===== src/rtl/cnt_pkg.sv =====
// Shared constants for the modulo/saturating counter.
package cnt_pkg;

    localparam int unsigned DEFAULT_SIZE = 8;

    localparam logic MODE_WRAP = 1'b0;
    localparam logic MODE_SAT  = 1'b1;

endpackage


===== src/rtl/cnt_bound.sv =====
// Boundary detection for cnt_mod: flags a step taken at the count-range edge and
// supplies the value q takes there. Saturate support is built only with CNT_SAT_EN.
module cnt_bound
    import cnt_pkg::*;
#(
    parameter int unsigned SIZE = DEFAULT_SIZE
) (
    input  logic [SIZE-1:0] q,
    input  logic [SIZE-1:0] lim,
    input  logic            up,
    input  logic            sat,
    output logic            at_bound,
    output logic [SIZE-1:0] bound_val
);

    logic mode;

`ifdef CNT_SAT_EN
    assign mode = sat;
`else
    logic unused_sat;
    assign unused_sat = sat;
    assign mode       = MODE_WRAP;
`endif

    always_comb begin
        at_bound  = 1'b0;
        bound_val = '0;
        if (up) begin
            at_bound  = (q >= lim);
            bound_val = (mode == MODE_SAT) ? lim : '0;
        end else begin
            at_bound  = (q == '0);
            bound_val = (mode == MODE_SAT) ? '0 : lim;
        end
    end

endmodule


===== src/rtl/cnt_mod.sv =====
// Up/down counter over 0..lim with load/clamp, wrap or saturate (CNT_SAT_EN),
// a registered terminal-count pulse and a combinational zero flag.
module cnt_mod
    import cnt_pkg::*;
#(
    parameter int unsigned     SIZE    = DEFAULT_SIZE,
    parameter logic [SIZE-1:0] RST_VAL = '0
) (
    input  logic            clk,
    input  logic            rst,
    input  logic            en,
    input  logic            load_cnt,
    input  logic            up,
    input  logic            sat,
    input  logic [SIZE-1:0] d,
    input  logic [SIZE-1:0] lim,
    output logic [SIZE-1:0] q,
    output logic            tc,
    output logic            zero
);

    logic [SIZE-1:0] q_q, q_d;
    logic            tc_q, tc_d;
    logic            at_bound;
    logic [SIZE-1:0] bound_val;

    cnt_bound #(
        .SIZE(SIZE)
    ) u_bound (
        .q        (q_q),
        .lim      (lim),
        .up       (up),
        .sat      (sat),
        .at_bound (at_bound),
        .bound_val(bound_val)
    );

    always_comb begin
        q_d  = q_q;
        tc_d = 1'b0;
        if (en) begin
            if (load_cnt) begin
                q_d = (d > lim) ? lim : d;
            end else if (at_bound) begin
                q_d  = bound_val;
                tc_d = 1'b1;
            end else if (up) begin
                q_d = q_q + 1'b1;
            end else begin
                // q above a lowered lim snaps down to lim rather than decrementing
                q_d = (q_q > lim) ? lim : q_q - 1'b1;
            end
        end
    end

    always_ff @(posedge clk) begin
        if (rst) begin
            q_q  <= RST_VAL;
            tc_q <= 1'b0;
        end else begin
            q_q  <= q_d;
            tc_q <= tc_d;
        end
    end

    assign q    = q_q;
    assign tc   = tc_q;
    assign zero = (q_q == '0);

endmodule


===== config.mk =====
export PLATFORM = sky130hd
export DESIGN_NAME = cnt_mod
export DESIGN_NICKNAME = d
export VERILOG_FILES = /design/src/rtl/cnt_pkg.sv /design/src/rtl/cnt_bound.sv /design/src/rtl/cnt_mod.sv
export SDC_FILE = /design/constraint.sdc
export NUM_CORES = 1
export LEC_CHECK = 0
export ABC_CLOCK_PERIOD_IN_PS = 2100
export BUFFER_PORTS_ARGS = -buffer_cell sky130_fd_sc_hd__buf_2
export CORE_UTILIZATION = 30
export DETAILED_ROUTE_END_ITERATION = 7
export MAX_ROUTING_LAYER = met4
export PLACE_DENSITY = 0.56
export SYNTH_ARGS = -nofsm -noshare
export SYNTH_HDL_FRONTEND = slang
export SYNTH_SLANG_ARGS = --single-unit
export TNS_END_PERCENT = 10

===== constraint.sdc =====
create_clock -name clk -period 2.1 [get_ports clk]
set_clock_uncertainty 0.1 [all_clocks]
set_input_delay 0 -clock clk [delete_from_list [all_inputs] [get_ports clk]]
set_output_delay 0 -clock clk [all_outputs]
set_load 0.01 [all_outputs]

==> key figures <==
Yosys
  – Post-Syn Area per Cell: slightly above 7 µm²
  – Top_reg_cell synth: dfxtp_1
  – Synth unique cells: between 40 and 50
  – Post-synth net total: ~230
  – Yosys reg bits: 9
  – Synthesis Warnings: 0
  – Mapped Cells: 191
  – Top cells by area, synth: ha_1, dfxtp_1, a21oi_1
  – Mapped cell area: approximately 0.0014 mm²
  – Async SR Flop Fraction: 0%
  – Top-area cell type share of the netlist area: about 17%
  – Sequential-to-total area share from yosys stat: 13.1%
  – Post-synth EDFFs: 0
  – Post-synth top area cell: ha_1

Setup path
  – CP Class: reg -> reg
  – Worst endpoint data arrival time: 2210 ps
  – Crit path max fanout: 5
  – Worst endpoint required time: between 2000 and 2500 ps
  – R2R setup slack: -80 ps
  – CP endpoint kind: flip-flop
  – CP startpoint kind: flip-flop

Cells and area
  – Most frequent cells in the layout: buf_2, buf_4, nand2_1
  – # fillers: 453
  – Nets@finish: 297
  – Layout overhead on the synthesized area: 52.0%
  – Antenna diode count: 0
  – Proportion of layout cells with a drive suffix above 1: between 40% and 50%
  – Finished Cell Area: 0.00209 mm²

Power
  – Pleak: 0.970 nW
  – Worst IR Drop VDD: 245 µV
  – Pwr Density: a little under 500 mW/mm²

Global routing
  – Grt ovf: 0
  – Gr usage total: a little over a fifth
  – Largest net degree at the start of global routing: 14
  – Vias in the first global route: 1689
  – First-pass GRT wire length: 8220 µm
  – Initial antenna violation count: 0

Floorplanning
  – Initial Util: 31.4%
  – DIE HEIGHT: between 60 and 70 µm
  – Die ar.: 0.00487 mm²
  – Core Area: around 0.0044 mm²
  – Chip Width: 69.8 µm
  – Cell Rows: 24
  – Io pins: 32

Hold path
  – Hold Path Class: in -> reg

Timing
  – Final WS setup: -78.6 ps
  – Max-slew violations: 0
  – Final Cycle Share: 104%
  – Worst-margin pin slew: 407 ps
  – Setup_tns: -214 ps
  – Final hold vios: 0
  – Slew HR: between 70 and 80%
  – RSZ-0062 raised after global routing: true
  – Crit path time final: between 2000 and 2500 ps
  – Final setup viols: 6
  – Fmax: 459 MHz

Clock tree
  – Clock tree buffer depth: 2
  – Setup bufs post-CTS: 0
  – CTS tree: yes
  – Clock Pin Slew Worst Setup and Hold Paths: 60 ps
  – Clk sinks: 9
  – Htree depth: 1
  – CTS Root Cell: clkbuf_8
  – Clock buffer count from CTS: 3
  – Clk_lat worst skew: ~240 ps

Placement
  – Dpl cell area: 0.00191 mm²
  – Gpl congestion: about 0.9
  – # port buffers: 30
  – HPWL Detailed: 3840 µm

Flow run
  – # Max-Cap Violations: 0

Route
  – Drt total wl: 4960 µm
  – 1st-pass router iterations: 4
  – Residual DRC count: 0
  – Routed vias/inst: 5.46
  – Final ANT Viol Nets: 0
  – DR iter-0 viols: 100
  – Via count: 1675
  – Wire per inst: 16.2 µm

Outcome
  – Status: complete, but fails checks
  – Violated checks: setup timing
## cells in the mapped netlist (2+ instances only)
library cell and number:
dfxtp_1 9, or2_2 2, a22oi_1 2, and4_1 3, xnor2_1 3, o21ai_0 11
ha_1 19, nor3_1 4, a221oi_1 2, a211oi_1 2, o211ai_1 2, and3_1 2
o22ai_1 2, inv_1 17, nor2_1 13, nand2_1 18, buf_2 4, nand4_1 5
clkbuf_1 4, xor2_1 4, nand3_1 10, a31oi_1 2, a21oi_1 16, or3_1 4
mux2i_1 5, a211o_1 2, inv_2 2
## stage by stage
stage / hold WS, ps / utilization, % / setup WS, ps / total power [mW] / instances
2_1_floorplan: 11.4 / - / -12.4 / 0.534 / 191
3_3_place_gp: 138 / 43.5 / -94.4 / 0.754 / 298
3_5_place_dp: 138 / 43.5 / -153 / 0.757 / 298
4_1_cts: 37.9 / 46.2 / -19.6 / 1.00 / 307
5_1_grt: 46.5 / 47.8 / -122 / 1.10 / 307
6_report: 33.2 / 47.8 / -78.6 / 1.03 / 307
## critical path, stage by stage (launching register included)
cell and delay, ps:
dfxtp_4 370, ha_4 260, nand4_1 190, or2_4 320
nand2_1 70, or3_4 140, buf_4 150, a21oi_1 90
and3_1 180, a211o_1 210
## layout make-up
class,instances,area (µm²),share of cell area [%]
clock buffer,4,45.0,2.15
timing repair buffer,68,468,22.3
multi-input combinational,155,1240,59.2
sequential,9,203,9.68
tap,52,65.1,3.11
inverter,19,73.8,3.52
## where the power goes
group	switching, mW	total, mW	internal, mW
registers	0.0184	0.209	0.190
clock network	0.0872	0.221	0.134
logic	0.312	0.597	0.285
## per-layer routing
layer | part of all wire (%) | global-route usage (%) | up-vias
met2 | 49 | 36.1 | 43
met4 | 0.95 | 5.78 | 0
met1 | 47 | 28.6 | 797
met5 | 0 | - | -
met3 | 3.9 | 1.89 | 4
li1 | - | - | 831
## sequential cells by signal, indices dropped and copies added, names as in the netlist
name / cells
q: 8
tc: 1
## timing repair
action | CTS | global route
setup endpoints to repair | 7 | 8
pin swaps | 4 | 7
hold endpoints to repair | 5 | 0
resized for setup | 7 | 13
hold buffers | 5 | 0
## path summary, 6_finish.rpt
| check | startpoint | cells after the start | endpoint |
|---|---|---|---|
| worst max-delay path | q[4]$_SDFFE_PP0P_ | 9 | q[4]$_SDFFE_PP0P_ |
| worst min-delay path | lim[6] | 4 | q[6]$_SDFFE_PP0P_ |
| worst max register to register | q[4]$_SDFFE_PP0P_ | 9 | q[4]$_SDFFE_PP0P_ |
| worst min register to register | q[6]$_SDFFE_PP0P_ | 3 | q[6]$_SDFFE_PP0P_ |
## kinds of logic (layout without fill, tap and decap cells)
group | after synthesis | count (layout) | share of synthesized area [%]
simple gates | 69 | 69 | 26.8
compound gates | 54 | 54 | 26.2
buf+inv | 27 | 91 | 7.72
fa+ha+maj | 19 | 19 | 17.3
flops | 9 | 9 | 13.1
xor+xnor | 7 | 7 | 4.45
mux | 6 | 6 | 4.45
Note: power is estimated with default switching activity, not from simulation.
